$ cat src/rtl/uart_rx_deser.sv
// 8N1 UART receiver for the USB-UART RX FIFO.
// Mid-bit sampling with a per-frame latched baud divider.
module uart_rx_deser #(
  parameter int SYNC_STAGES = 2
) (
  input  logic       clk6x,
  input  logic       resetn,
  input  logic       rx_i,
  input  logic [2:0] baudsel_i,
  input  logic       fifo_full_i,
  output logic [7:0] rx_data_o,
  output logic       rx_wr_o,
  output logic       ferr_o,
  output logic       ovr_o,
  output logic       busy_o
);

  typedef enum logic [2:0] {
    IDLE,
    START,
    DATA,
    STOP,
    BRK
  } state_t;

  state_t                 state;
  logic [SYNC_STAGES-1:0] sync;
  logic                   rxs;
  logic                   rxs_d;
  logic [12:0]            timer;
  logic [12:0]            div;
  logic [12:0]            div_nx;
  logic [12:0]            half_nx;
  logic [2:0]             bitcnt;
  logic [7:0]             shreg;

  function automatic logic [12:0] div_of(
    input logic [2:0] sel
  );
    logic [12:0] d;
    d = 13'd5000;
    unique case (sel)
      3'd0: d = 13'd5000;
      3'd1: d = 13'd2500;
      3'd2: d = 13'd1250;
      3'd3: d = 13'd833;
      3'd4: d = 13'd417;
      3'd5: d = 13'd208;
      3'd6: d = 13'd48;
      3'd7: d = 13'd16;
      default: d = 13'd5000;
    endcase
    return d;
  endfunction

  assign rxs     = sync[SYNC_STAGES-1];
  assign div_nx  = div_of(baudsel_i);
  assign half_nx = (div_nx >> 1) - 13'd1;
  assign busy_o  = (state != IDLE);

  always_ff @(posedge clk6x or negedge resetn) begin
    if (!resetn) begin
      sync      <= '1;
      rxs_d     <= 1'b1;
      state     <= IDLE;
      timer     <= '0;
      div       <= '0;
      bitcnt    <= '0;
      shreg     <= '0;
      rx_data_o <= '0;
      rx_wr_o   <= 1'b0;
      ferr_o    <= 1'b0;
      ovr_o     <= 1'b0;
    end else begin
      sync      <= {sync[SYNC_STAGES-2:0], rx_i};
      rxs_d     <= rxs;
      rx_data_o <= '0;
      rx_wr_o   <= 1'b0;
      ferr_o    <= 1'b0;
      ovr_o     <= 1'b0;
      unique case (state)
        IDLE: begin
          // divider is frozen here so mid-frame baud changes wait a frame
          if (rxs_d && !rxs) begin
            div   <= div_nx;
            timer <= half_nx;
            state <= START;
          end
        end
        START: begin
          if (timer == '0) begin
            if (!rxs) begin
              timer  <= div - 13'd1;
              bitcnt <= '0;
              state  <= DATA;
            end else begin
              state <= IDLE;
            end
          end else begin
            timer <= timer - 13'd1;
          end
        end
        DATA: begin
          if (timer == '0) begin
            shreg <= {rxs, shreg[7:1]};
            timer <= div - 13'd1;
            if (bitcnt == 3'd7) begin
              state <= STOP;
            end else begin
              bitcnt <= bitcnt + 3'd1;
            end
          end else begin
            timer <= timer - 13'd1;
          end
        end
        STOP: begin
          if (timer == '0) begin
            if (rxs) begin
              if (fifo_full_i) begin
                ovr_o <= 1'b1;
              end else begin
                rx_wr_o   <= 1'b1;
                rx_data_o <= shreg;
              end
              state <= IDLE;
            end else begin
              ferr_o <= 1'b1;
              state  <= BRK;
            end
          end else begin
            timer <= timer - 13'd1;
          end
        end
        BRK: begin
          if (rxs) begin
            state <= IDLE;
          end
        end
        default: state <= IDLE;
      endcase
    end
  end

endmodule

$ cat config.mk
export PLATFORM = sky130hd
export DESIGN_NAME = uart_rx_deser
export DESIGN_NICKNAME = d
export VERILOG_FILES = /design/src/rtl/uart_rx_deser.sv
export SDC_FILE = /design/constraint.sdc
export NUM_CORES = 1
export LEC_CHECK = 0
export ABC_AREA = 1
export ABC_CLOCK_PERIOD_IN_PS = 2100
export CORE_MARGIN = 2
export CORE_UTILIZATION = 55
export CTS_BUF_LIST = sky130_fd_sc_hd__clkbuf_4 sky130_fd_sc_hd__clkbuf_8 sky130_fd_sc_hd__clkbuf_16
export DETAILED_ROUTE_END_ITERATION = 10
export HOLD_SLACK_MARGIN = 0.05
export PLACE_DENSITY = 0.72
export SLEW_MARGIN = 0
export SYNTH_ARGS = -nofsm -noshare
export SYNTH_HDL_FRONTEND = slang
export SYNTH_SLANG_ARGS = --single-unit
$ cat constraint.sdc
create_clock -name clk6x -period 2.1 [get_ports clk6x]
set_input_delay 0.42 -clock clk6x [delete_from_list [all_inputs] [get_ports clk6x]]
set_output_delay 0.42 -clock clk6x [all_outputs]
set_load 0.01 [all_outputs]
# Word-level counts from Yosys, hierarchy flattened
# Memory sizes are Yosys's and may differ from the RTL's.
# Cells that the tools add are included.
# word_totals
romBits,104
register_bits,54
memories,1
in_bits,7
word_cells,78
# classes
n_addsub,4
n_eq_ne,15
n_reduce_logical,12
n_mux,35
# mem_list
memory,depth,width,read_ports,rd_clocked_by_memory_dff,wr,line_no,source
(no name shown),8,13,1,0,0,42,unique case (sel)
# ops
op,n
two-way mux 13 bit,5
case mux 13 bit (4 select lines),1
two-way mux 3 bit,11
two-way mux 8 bit,4
subtractor 13 x 1 -> 13 bit (second input constant),2
inequality test 2 bit (second input constant),9
case mux 3 bit (5 select lines),1
logical NOT 13 bit,1
subtractor 12 x 1 -> 13 bit (second input constant),1
two-way mux 1 bit,11
== test 3 x 2 -> 1 bit (second input constant),2
== test 3 bit (second input constant),2
case mux 3 bit (2 select lines),1
AND reduction 6 bit,1
AND reduction 5 bit,1
AND reduction 2 bit,2
AND reduction 4 bit,1
nonzero test 4 bit,1
adder 3 x 1 -> 3 bit (second input constant),1
== test 3 x 1 -> 1 bit (second input constant),1
logical NOT 3 bit,1
inequality test 3 bit (second input constant),1
nonzero test 3 bit,1
two-way mux 2 bit,1
3 further kinds,3

# Logic depth before layout (Yosys ltp)
# Gate-level depths: netlist of run 1.
# depth
depth_word,4
ltp_mapped,13
mapped_depth_nobuf,13

# Worst setup path before layout of run 1
# OpenSTA, ideal clock, no wires.
# synth_timing
kind,input port to flip-flop
start,input baudsel_i[0]
end,register timer[6]
setup_ns,0.116
t_arrival_ns,1.548
stages,13
setup_slack_ns,0.437
cell_sequence,inv_1 -> ha_1 -> nand2_2 -> ha_1 -> nand2_1 -> nor2_1 -> nand2_1 -> nand2_1 -> nand2_1 -> nand2_1 -> nand2_1 -> nor2_1 -> nor2_1
# synth_between
elab_chain_cells,4
# synth_lines
item,line_no,source
start: declaration,9,"input logic [2:0] baudsel_i,"
memory read (8 x 13 bit),n/a,
subtractor 12 x 1 -> 13 bit,58,assign half_nx = (div_nx >> 1) - 13'd1;
two-way mux 13 bit,84,if (rxs_d && !rxs) begin
case mux 13 bit (4 select lines),81,unique case (state)
end signal: assignment,86,timer <= half_nx;
end signal: assignment,93,timer <= div - 13'd1;
end signal: assignment,100,timer <= timer - 13'd1;
end: declaration,30,logic [12:0] timer;
# Every way passes these cells. The select of a mux whose other input is x is not followed.
# A chain may end at the register's enable or synchronous reset.

# Worst setup path after layout of run 1
# layout_timing
start,input baudsel_i[0]
end,register timer[4]
# The elaborated chain is that of the path after synthesis.

==> impl_metrics.toml, run 1 <==
[timing]
setup_violations = 0
drv_slew = 0
period_needed_ns = 1.99
hold_viol_final = 0
rsz0062_at_grt = "no"
post-route-period-util_pct = 94.5
worst_pin_slew_ns = 0.492
clock-skew-final_ns = 0.0188
relSlewSlack_pct = 67.2
fmax_mhz = 504

[synth]
yosysSeqAreaShare_pct = 37.5
synthDistinctLibCells = 39
yosys_register_bits = 51
syn_nets = 504
synth-async-reset-ratio_pct = 100
netlist_area_um2 = 3410
syn_area_per_cell_um2 = 7.04
yosysWarnings = 0
synthCells = 485
synthFlopType = "dfrtp_1"
synth_edf_count = 0

[pwr]
p_total_uw = 4490
p_leak_uw = 0.00199
ir_drop_mv = 0.877
power.density_nw_per_um2 = 1160

[cells_and_area]
nets = 540
area_growth_pct = 13.7
fin_area_um2 = 3880
drive_gt1_share_pct = 13.0
antenna_cells = 0
postLayoutCoreUtil_pct = 65.1
nFillCells = 558

[floorplan]
top_level_ports = 19
core_area_um2 = 5960
row_count = 28
die_width_um = 82.8
dieHeight_um = 82.8
initial_core_util_pct = 57.3
die_area_um2 = 6850

[drt]
vias = 3196
drc_errors = 0
drtIter0Drc = 395
antenna_left = 0
routed_wl_um = 8430
first_pass_iters = 7
wire_per_inst_um = 14.1
routed_via_density = 5.35

[critical_path]
r2r_setup_slack_ns = 0.23
path_max_fanout = 5
start_kind = "primary input"
crit_required_ns = 2.35
end_kind = "flop"
path_class = "primary input to flop"
r2r_start = "timer[0]$_DFFE_PN0P_"
critPathLaunch = "baudsel_i[0]"
worst_ep_arrival_time_ns = 2.23

[placement]
port_buffers = 18
placed_area_um2 = 3780
dpl.hpwl_um = 6550
place.gp.congestion = 0.932

[clock_tree]
post_cts_buffers = 0
path_clk_slew_ns = 0.10
cts_buffers = 5
htreeDepth = 2
cts_resized = 0
clockBufferDepth = 2
clkSinkCount = 51
ctsHoldBuffers = 0
cts_tree = "done"
cts_root_buffer = "clkbuf_8"
clock_latency_ns = 0.31

[global_routing]
grt_overflow = 0
grt_pass1_wl_um = 13800
grt_pass1_vias = 2843
grtUsageTotal_pct = 27.1
grt_max_degree = 52
antenna_found_initial = 0

[job]
maxCapViolCount = 0

[min_path]
hp-class = "primary input to asynchronous set/reset pin"

[outcome]
outcome = "complete, no violations"
==> cell type report <==
class	instances	area (um2)	area share (%)
inverters	68	255	6.58
repair buffers	37	330	8.51
well taps	75	93.8	2.42
flip-flops and latches	51	1280	33.0
clock buffers	6	76.3	1.97
multi-input cells	358	1830	47.2
clock inverters	2	13.8	0.355
==> report_power, final <==
group | leakage (uW) | switching [uW] | internal, uW | total (uW)
clock | 0.0000486 | 336 | 249 | 585
sequential | 0.000661 | 323 | 1230 | 1560
combinational | 0.00128 | 1530 | 821 | 2350
total | 0.00199 | 2190 | 2300 | 4490
==> worst max-delay path: stages <==
cell and delay [ns]:
clkdlybuf4s50_1 0.51, inv_1 0.07, buf_4 0.15, ha_1 0.22
nand2_1 0.14, nand3_1 0.18, nand2_1 0.10, nand2_1 0.06
o21ai_0 0.15, nor2_1 0.06, a21oi_1 0.16
==> metal layers <==
layer | part of all wire [%] | global-route usage (%) | vias to the layer above
li1 | - | - | 1597
met1 | 47 | 39.1 | 1476
met2 | 45 | 42.7 | 113
met3 | 6.8 | 5.00 | 10
met4 | 1.0 | 5.41 | 0
met5 | 0 | 0 | -
==> through the flow <==
step                std cells  hold WS (ns)  setup slack [ns]  TNS (ns)
floorplan                 485         0.124             0.437         0
global placement          589         0.346            -0.138    -0.616
detailed placement        589         0.349            -0.232     -1.26
CTS                       597        0.0857            0.0824         0
global route              597        0.0934            0.0144         0
finish                    597        0.0714             0.115         0
==> Yosys cell counts, types with 3 or more instances <==
master	n	area share (%)
nand3_1	47	6.9
dfrtp_1	48	35
inv_1	59	6.5
ha_1	12	4.4
inv_2	8	0.88
nor2_1	66	7.3
a21oi_1	3	0.44
o211ai_1	3	0.66
xnor2_1	3	0.77
o21ai_2	3	0.77
nand4_1	3	0.55
o21ai_0	37	5.4
nand2_2	5	0.92
nand3_2	3	0.88
dfstp_2	3	2.3
buf_2	4	0.59
nand2_1	137	15
xor2_1	5	1.3
nor2_2	8	1.5
==> cell families after synthesis <==
kind of cell	share of synthesized area [%]
adder cells (fa/ha/maj)	4.40
AND/OR/NAND/NOR	37.7
flip-flops	37.5
AO/OA/AOI/OAI	9.28
XOR/XNOR	2.05
buffers and inverters	9.06
==> path summary, 6_finish.rpt <==
check,endpoint,depth (start not counted)
max,timer[4]$_DFFE_PN0P_,11
min,div[8]$_DFFE_PN0P_,2
max reg2reg,rx_data_o[0]$_DFF_PN0_,10
min reg2reg,sync[1]$_DFF_PN1_,0
max in group asynchronous,sync[0]$_DFF_PN1_,2
min in group clk6x,sync[1]$_DFF_PN1_,0
==> layout by cell type, fill, tap and decap left out, types with 3 or more instances in the layout <==
master and count:
nor2_4 3, nand2_1 137, nand3_1 47, ha_1 12, xnor2_1 3, o211ai_1 3, nand3_2 3, clkdlybuf4s50_1 17
inv_1 59, nor2_2 8, xor2_1 5, o21ai_1 3, nor2_1 65, nand2_2 5, a21oi_1 3, clkbuf_8 5
o21ai_0 34, o21ai_2 3, dfrtp_1 48, inv_2 8, nand4_1 3, dfstp_2 3, buf_4 18
==> sequential cells by signal, summed over array words and instances (netlist names) <==
name and count:
bitcnt 3, div 10, ferr_o 1, ovr_o 1, rx_data_o 8, rx_wr_o 1
rxs_d 1, shreg 8, state 3, sync 2, timer 13
(Power assumes the default switching activity.)
==> inputs of run 2 (changes only) <==
--- a/config.mk
+++ b/config.mk
@@ -6,13 +6,14 @@
 export NUM_CORES = 1
 export LEC_CHECK = 0
 export ABC_AREA = 1
-export ABC_CLOCK_PERIOD_IN_PS = 2100
+export ABC_CLOCK_PERIOD_IN_PS = 1600
 export CORE_MARGIN = 2
-export CORE_UTILIZATION = 55
+export CORE_UTILIZATION = 54
 export CTS_BUF_LIST = sky130_fd_sc_hd__clkbuf_4 sky130_fd_sc_hd__clkbuf_8 sky130_fd_sc_hd__clkbuf_16
+export CTS_CLUSTER_SIZE = 30
 export DETAILED_ROUTE_END_ITERATION = 10
 export HOLD_SLACK_MARGIN = 0.05
-export PLACE_DENSITY = 0.72
+export PLACE_DENSITY = 0.74
 export SLEW_MARGIN = 0
 export SYNTH_ARGS = -nofsm -noshare
 export SYNTH_HDL_FRONTEND = slang
==> constraint.sdc (replaced) <==
create_clock -name clk6x -period 1.6 [get_ports clk6x]
set_input_delay 0.32 -clock clk6x [delete_from_list [all_inputs] [get_ports clk6x]]
set_output_delay 0.32 -clock clk6x [all_outputs]
set_load 0.01 [all_outputs]
==> run 2 against run 1 <==
The flow now finishes with violations (setup timing). Non-clock buffer count up 82. Sequential power grew 27%. Sequential cell count is the same. First-iteration DRC count shrank 11%. Clock skew decreased by 0.0015 ns. Power grew 78%. Clock power up 44%. Via count grew 20%. Critical path type is now flop to flop. Highest routed layer unchanged.
==> impl_metrics.toml, run 2 (same netlist as run 1, synthesis figures left out) <==
[timing]
worst_slack_ns = -0.218
fmax_mhz = 550
worst_pin_slew_ns = 0.382
period_needed_ns = 1.82
setup_violations = 25
rsz0062_at_grt = "yes"
hold_viol_final = 0
drv_slew = 0
relSlewSlack_pct = 74.3
clock-skew-final_ns = 0.0172
post-route-period-util_pct = 114

[pwr]
p_total_uw = 8010
power_frac_comb_pct = 64.7
p_leak_uw = 0.00246
power.density_nw_per_um2 = 1620
ir_drop_mv = 1.07
swShare_pct = 47.9
pwr-share-clk_pct = 10.5
p_seq_share_pct = 24.8
power_switching_uw = 3840
p_int_uw = 4170

[drt]
drc_errors = 0
wire_per_inst_um = 16.4
drtIter0Drc = 352
routed_via_density = 5.63
first_pass_iters = 5
routed_wl_um = 11100
antenna_left = 0
vias = 3831

[clock_tree]
cts_tree = "done"
clock_latency_ns = 0.33
htreeDepth = 2
clkSinkCount = 51
cts_buffers = 5
path_clk_slew_ns = 0.11
clockBufferDepth = 2
cts_root_buffer = "clkbuf_8"

[job]
maxCapViolCount = 0

[cells_and_area]
final_cell_mix = "116 x nand2_1, 86 x buf_4, 52 x inv_1"
final_cells = 680
nets = 623
drive_gt1_share_pct = 36.4
layout_commonest_cell = "nand2_1"
reg_top3 = "timer: 13 flops, div: 10 flops"
antenna_cells = 0
area_growth_pct = 45.2
largest_register_ff_count = 13
largest_register = "timer"

[floorplan]
initial_core_util_pct = 56.6
die_area_um2 = 6970
core_area_um2 = 6030
dieHeight_um = 83.5
row_count = 28
top_level_ports = 19
die_width_um = 83.5

[global_routing]
grt_overflow = 0
grt_pass1_vias = 3565
grt_pass1_wl_um = 16300
antenna_found_initial = 0
grtUsageTotal_pct = 28.9
grt_max_degree = 52

[outcome]
violations = "setup timing"
outcome = "finished with violations"

[min_path]
hold_depth = 0
hp-class = "flop to flop"

[placement]
dpl.hpwl_um = 6830
port_buffers = 18
dp_cells = 656
place.gp.congestion = 0.952

[critical_path]
worst_ep_arrival_time_ns = 2.05
path_max_fanout = 4
path_class = "flop to flop"
start_kind = "flop"
end_kind = "flop"
crit_required_ns = 1.83
worstRegToRegCells = 8
[run 2: changes by cell type in the layout (fill, tap and decap cells not counted), moves of 7 or more]
cell,change
buf_4,+68
o21ai_1,+7
nand3_2,+10
inv_1,-7
nand2_2,+18
nor2_1,-18
nand3_1,-15
nand2_1,-21
nor2_4,+10
buf_6,+8
nor2_2,+9
o21ai_0,-8
[run 2: worst max-delay path: stages, from the launching register on]
cell and delay [ns]:
dfrtp_1 0.43, nor2_1 0.16, nand2_1 0.17, nor2_1 0.29, nand2_2 0.18, o211ai_1 0.24, nand3_1 0.12, nand2_1 0.09
inv_1 0.04
[run 2: layer usage]
| metal | global-route usage (%) | wire [um] | part of all wire [%] |
|---|---|---|---|
| met5 | 0 | 0 | 0 |
| met4 | 10.4 | 560 | 5.0 |
| met3 | 5.64 | 979 | 8.8 |
| met2 | 48.0 | 5330 | 48 |
| met1 | 37.7 | 4280 | 38 |
[run 2: cell type report]
cell class	instances	area (um2)
Multi-Input combinational cell	359	2190
Sequential cell	51	1280
Fill cell	360	1070
Timing Repair Buffer	119	1030
Inverter	68	260
Tap cell	75	93.8
Clock buffer	7	90.1
Clock inverter	1	8.76
[run 2: power by group through the flow]
stage / clock (uW) / combinational [uW] / sequential [uW]
final: 842 / 5190 / 1980
after global routing: 898 / 5600 / 2010
after CTS: 829 / 4390 / 1940
after detailed placement: 0 / 3960 / 1970
after global placement: 0 / 3860 / 1960
after floorplan: 0 / 2350 / 1940
[run 2: final timing paths]
check / start / end / slack (ns)
worst max-delay path: timer[8]$_DFFE_PN0P_ / timer[2]$_DFFE_PN0P_ / -0.22
worst min-delay path: sync[0]$_DFF_PN1_ / sync[1]$_DFF_PN1_ / 0.36
worst max register to register: timer[8]$_DFFE_PN0P_ / timer[2]$_DFFE_PN0P_ / -0.22
worst min register to register: sync[0]$_DFF_PN1_ / sync[1]$_DFF_PN1_ / 0.36
max in group asynchronous: resetn / rxs_d$_DFF_PN1_ / 0.78
min in group asynchronous: resetn / timer[7]$_DFFE_PN0P_ / 0.51
[run 2: repair_timing]
action | CTS | global route
buffers inserted | 10 | 5
hold buffers | 1 | 0
pin swaps | 18 | 18
gates resized for setup | 50 | 69
endpoints found under the setup margin | 28 | 35
gates cloned | 1 | 0
endpoints found under the hold margin | 48 | 0
[run 2: metrics by stage]
step / hold slack (ns) / utilization (%) / setup slack, ns / cell area, um2 / setup TNS, ns
finish: 0.363 / 82.2 / -0.218 / 4950 / -2.31
global route: 0.368 / 82.2 / -0.318 / 4950 / -5.55
CTS: 0.364 / 77.9 / -0.0647 / 4700 / -0.386
detailed placement: 0.332 / 71.7 / -0.613 / 4320 / -8.06
global placement: 0.334 / 71.7 / -0.500 / 4320 / -6.39
floorplan: 0.0244 / - / 0.0367 / 3410 / 0
==> RTL edit 1, RTL diff (flow settings as in run 1) <==
Encoding of `state_t`: now one-hot (5 bits for 5 states).
--- a/src/rtl/uart_rx_deser.sv
+++ b/src/rtl/uart_rx_deser.sv
@@ -16,10 +16,10 @@
 );
 
-  typedef enum logic [2:0] {
-    IDLE,
-    START,
-    DATA,
-    STOP,
-    BRK
+  typedef enum logic [4:0] {
+    IDLE  = 5'b00001,
+    START = 5'b00010,
+    DATA  = 5'b00100,
+    STOP  = 5'b01000,
+    BRK   = 5'b10000
   } state_t;
 
Function: same outputs for any inputs over 10 cycles, from zero or initial values and one cycle with resetn low; not proved beyond that.
==> RTL edit 1 against run 1 <==
Register-to-register slack got worse by 0.04 ns; cell area grew 4.5%; routed wire length rose by 2.4%; critical path depth is the same; worst setup slack improved by 0.075 ns; clock skew fell by 0.0073 ns; synthesized area increased by 3.3%; cell count up 6.4%; non-clock buffer count is 6 higher; power rose by 3.5%; sequential cell count grew 2; maximum frequency increased by 3.9%; synthesized cell count rose by 6.4%; first-iteration DRC count is 23% lower; critical path type is now reg -> reg; largest cell class unchanged.
==> RTL edit 1: results (changes against run 1) <==
[route]
via_per_inst = 5.40  ; was 5.35
wl_per_cell_um = 13.6  ; was 14.1 µm
initialDrtViolationCount = 304  ; was 395
firstDrtPassIters = 5  ; was 7
routed_wl_um = 8630  ; was 8430 µm

[setup_path]
worstSetupEndpoint = timer[7]$_DFFE_PN0P_  ; was timer[4]$_DFFE_PN0P_
rrSetupSlack_ns = 0.19  ; was 0.23 ns
reg2reg_depth = 11  ; was 10
cp.arrival_ns = 2.14  ; was 2.23 ns
startpoint = timer[0]$_DFFE_PN0P_  ; was baudsel_i[0]
crit_fanout = 7  ; was 5

[clock_network]
path_clk_slew_ns = 0.11
insertion_delay_ns = 0.32
numCtsBuffers = 5  ; unchanged
htree_levels = 2  ; unchanged

[logic_synthesis]
synth_flop_cell = dfrtp_1  ; unchanged
yosysUniqueCellTypes = 36  ; was 39
syn_inst = 516  ; was 485
yosysSeqAreaShare_pct = 37.8  ; was 37.5%
synth_common_cells = 178 x nand2_1, 64 x nand3_1, 61 x nor2_1, 57 x inv_1, 49 x dfrtp_1  ; was 137 x nand2_1, 66 x nor2_1, 59 x inv_1, 48 x dfrtp_1, 47 x nand3_1
synthArstFlopShare_pct = 100  ; unchanged
synth_fp_nets = 535  ; was 504
synth_top_cells_by_area = dfrtp_1 35%, nand2_1 19%, nand3_1 9.1%, nor2_1 6.5%, inv_1 6.1%  ; was dfrtp_1 35%, nand2_1 15%, nor2_1 7.3%, nand3_1 6.9%, inv_1 6.5%

[final_layout]
final_core_util_pct = 64.6  ; was 65.1%
finalNetCount = 576  ; was 540
drive_above_1_share_pct = 14.2  ; was 13.0%
fillers = 585  ; was 558
n_antenna_cell = 0  ; unchanged

[sta]
skew_ns = 0.0114  ; was 0.0188 ns
layout_min_cycle_time_ns = 1.91  ; was 1.99 ns
slew_headroom_pct = 65.2  ; was 67.2%

[placed_design]
hpwl_um = 6710  ; was 6550 µm
gp_congestion = 0.912  ; was 0.932
place_inst = 627  ; was 589
pre_cts_slack_ns = -0.255  ; was -0.232 ns
placed_cell_area_um2 = 3940  ; was 3780 µm²

[global_route]
grt_pass1_vias = 3312  ; was 2843
grt_use_total_pct = 26.1  ; was 27.1%
grt_max_degree = 34  ; was 52
grt_pass1_wl_um = 15000  ; was 13800 µm
grtUsageMet1_pct = 36.5  ; was 39.1%
antenna_found_initial = 0  ; unchanged
grtUsageMet2_pct = 40.5  ; was 42.7%
use_met3_pct = 4.45  ; was 5.00%

[status]
status = complete, no violations  ; unchanged

[pwr]
p_leak_nw = 2.13  ; was 1.99 nW
vdd_drop_max_mv = 0.894  ; was 0.877 mV

[worst_hold_path]
hold_class = in -> async  ; unchanged

[RTL edit 1: kinds of logic (layout without fill, tap and decap cells)]
logic type      Yosys count  count (layout)  synth area share (%)
compound gates           37              37                  6.43
xor+xnor                  5               5                  1.24
fa+ha+maj                12              12                  4.26
buf+inv                  73             115                  8.45
flops                    53              53                  37.8
mux                       1               1                 0.284
simple gates            335             335                  41.5
[RTL edit 1: timing repair]
action,in CTS,in global routing
resized for setup,0,8
hold buffers,0,0
endpoints found under the setup margin,0,10
buffers inserted,0,0
[RTL edit 1: worst min-delay path by stage]
stage / from / end / slack, ns / depth (start not counted)
after floorplan: resetn / bitcnt[0]$_DFFE_PN0P_ / 0.12 / 0
after global placement: sync[0]$_DFF_PN1_ / sync[1]$_DFF_PN1_ / 0.35 / 0
after detailed placement: sync[0]$_DFF_PN1_ / sync[1]$_DFF_PN1_ / 0.35 / 0
after CTS: resetn / rx_data_o[3]$_DFF_PN0_ / 0.07 / 1
after global routing: resetn / rx_data_o[3]$_DFF_PN0_ / 0.08 / 1
final: resetn / rx_data_o[3]$_DFF_PN0_ / 0.06 / 1
[RTL edit 1: metal layers]
layer	wire [µm]	share of wire, %
met5	0	0
met4	233	2.7
met3	540	6.3
met2	3990	46
met1	3870	45
[RTL edit 1: layout make-up]
type	count	share of cell area (%)
clock buffer	5	1.70
clock inverter	3	0.710
inverter	64	5.99
multi-input combinational	390	47.0
sequential	53	32.8
tap	77	2.38
timing repair buffer	43	9.44
[RTL edit 1: power by group]
part / internal [mW] / switching (mW)
logic: 0.833 / 1.62
registers: 1.27 / 0.287
clock network: 0.250 / 0.384
total: 2.36 / 2.29
[RTL edit 1: worst max-delay path: stages, from the launching register on]
cell	delay, ns
dfrtp_1	0.39
inv_1	0.16
ha_1	0.26
nand2_1	0.10
inv_1	0.07
nand2_1	0.06
nor2_2	0.34
nand3_1	0.16
nand3_1	0.10
nand3_1	0.08
nand2_1	0.07
inv_1	0.03
==> RTL edit 2, RTL diff (config.mk and constraints of run 1) <==
Without the edit above. Set the parameter `SYNC_STAGES` to 4 (it was 2).
--- a/src/rtl/uart_rx_deser.sv
+++ b/src/rtl/uart_rx_deser.sv
@@ -2,5 +2,5 @@
 // Mid-bit sampling with a per-frame latched baud divider.
 module uart_rx_deser #(
-  parameter int SYNC_STAGES = 2
+  parameter int SYNC_STAGES = 4
 ) (
   input  logic       clk6x,
Formal check against the unedited RTL: not equivalent (Yosys sat finds a counterexample within 4 cycles, from zero or initial values and one cycle with resetn low).
==> RTL edit 2 against run 1 <==
Register-to-register slack improved by 0.07 ns; worst hold slack lost 0.013 ns; synthesized area fell by 2.5%; cell area shrank 2.5%; sequential cell count increased by 2; worst setup slack better by 0.034 ns; routed wire length down 10%; first-iteration DRC count shrank 53%; power fell by 2.5%; critical path depth is the same; synthesized cell count shrank 5.6%; critical path type unchanged; critical endpoint unchanged; largest power group unchanged.
==> RTL edit 2: results (changes against run 1) <==
[global_route]
grt_pass1_vias = 2699  ; was 2843
antenna_found_initial = 0  ; unchanged
grt_pass1_wl_um = 12700  ; was 13800 µm
grt_max_degree = 54  ; was 52
grt_use_total_pct = 24.9  ; was 27.1%

[clock_network]
clock_path_buffers = 2  ; unchanged
cts_resized = 1  ; was 0
postCtsSetupBuffers = 0  ; unchanged
cts_root_buf = clkbuf_8  ; unchanged
insertion_delay_ns = 0.32
numCtsBuffers = 5  ; unchanged
htree_levels = 2  ; unchanged
path_clk_slew_ns = 0.12  ; was 0.10 ns

[route]
via_per_inst = 5.18  ; was 5.35
initialDrtViolationCount = 184  ; was 395
firstDrtPassIters = 5  ; was 7
routed_wl_um = 7580  ; was 8430 µm

[status]
status = complete, no violations  ; unchanged

[sta]
slew_headroom_pct = 62.0  ; was 67.2%
skew_ns = 0.0140  ; was 0.0188 ns
whs_ns = 0.0584  ; was 0.0714 ns

[setup_path]
rr_endpoint = timer[6]$_DFFE_PN0P_  ; was rx_data_o[0]$_DFF_PN0_
rrSetupSlack_ns = 0.30  ; was 0.23 ns
cp.arrival_ns = 2.18  ; was 2.23 ns
slowest_delay_ns = 0.53  ; was 0.51 ns
rr_startpoint = timer[0]$_DFFE_PN0P_  ; unchanged
reg2reg_depth = 9  ; was 10

[logic_synthesis]
synth_xor_area_share_pct = 2.37  ; was 2.05%
yosysSeqAreaShare_pct = 40.0  ; was 37.5%
synth_top_cells_by_area = dfrtp_1 36%, nand2_1 13%, nor2_1 8.6%, nand3_1 6.5%, inv_1 6.3%  ; was dfrtp_1 35%, nand2_1 15%, nor2_1 7.3%, nand3_1 6.9%, inv_1 6.5%
synth_fa_ha_area_share_pct = 4.51  ; was 4.40%
synth_common_cells = 117 x nand2_1, 76 x nor2_1, 56 x inv_1, 48 x dfrtp_1, 43 x nand3_1  ; was 137 x nand2_1, 66 x nor2_1, 59 x inv_1, 48 x dfrtp_1, 47 x nand3_1
synthMuxAreaShare_pct = 0  ; unchanged
synthArstFlopShare_pct = 100  ; unchanged
synth_compound_area_share_pct = 9.14  ; was 9.28%
yosysMostFrequentCell = nand2_1  ; unchanged
ys_warn_count = 0  ; unchanged
synth_fp_nets = 477  ; was 504
yosysUniqueCellTypes = 42  ; was 39

[worst_hold_path]
hold_class = in -> async  ; unchanged

[placed_design]
hpwl_um = 5600  ; was 6550 µm
gp_congestion = 0.895  ; was 0.932
port_buffers = 18  ; unchanged
pre_cts_slack_ns = -0.193  ; was -0.232 ns

[final_layout]
drive_above_1_share_pct = 11.5  ; was 13.0%
finalNetCount = 513  ; was 540
fillers = 542  ; was 558
n_antenna_cell = 0  ; unchanged

[pwr]
vdd_drop_max_mv = 0.612  ; was 0.877 mV
p_leak_nw = 1.94  ; was 1.99 nW
p_seq_share_pct = 35.8  ; was 34.7%
p_int_mw = 2.29  ; was 2.30 mW
p_comb_share_pct = 49.3  ; was 52.3%

-- RTL edit 2: through the flow --
stage               total power [mW]  cells  area [µm²]
CTS                             4.37    570        3780
global placement                3.68    562        3690
global route                    4.76    570        3780
floorplan                       3.19    458        3330
detailed placement              3.72    562        3690
finish                          4.38    570        3780
-- RTL edit 2: final cells by class --
type | instances | share of cell area, %
clock inverter | 3 | 0.761
clock buffer | 5 | 1.82
inverter | 62 | 6.15
tap | 75 | 2.48
sequential | 53 | 35.2
multi-input combinational | 335 | 44.9
timing repair buffer | 37 | 8.70
-- RTL edit 2: how the worst max path moves through the flow --
stage | startpoint | end | slack, ns | cells past startpoint
2_1_floorplan | baudsel_i[1] | timer[8]$_DFFE_PN0P_ | 0.46 | 12
3_3_place_gp | baudsel_i[0] | timer[4]$_DFFE_PN0P_ | -0.11 | 12
3_5_place_dp | baudsel_i[0] | timer[4]$_DFFE_PN0P_ | -0.19 | 11
4_1_cts | baudsel_i[0] | timer[4]$_DFFE_PN0P_ | 0.15 | 12
5_1_grt | baudsel_i[0] | timer[4]$_DFFE_PN0P_ | 0.002 | 12
6_report | baudsel_i[0] | timer[4]$_DFFE_PN0P_ | 0.15 | 11
-- RTL edit 2: worst max-delay path, delay by kind of cell --
family	cells	cell delay [ns]
and+or+nand+nor	5	0.37
adders and majority gates	2	0.42
AOI/OAI and AO/OA	1	0.19
buffers and inverters	3	0.76
-- RTL edit 2: layer usage --
| layer | global-route usage, % | part of all wire, % | vias to the layer above |
|---|---|---|---|
| met1 | 35.3 | 49 | 1361 |
| met5 | 0 | 0 | - |
| li1 | - | - | 1512 |
| met4 | 6.00 | 1.3 | 0 |
| met3 | 3.08 | 3.6 | 9 |
| met2 | 40.5 | 46 | 68 |
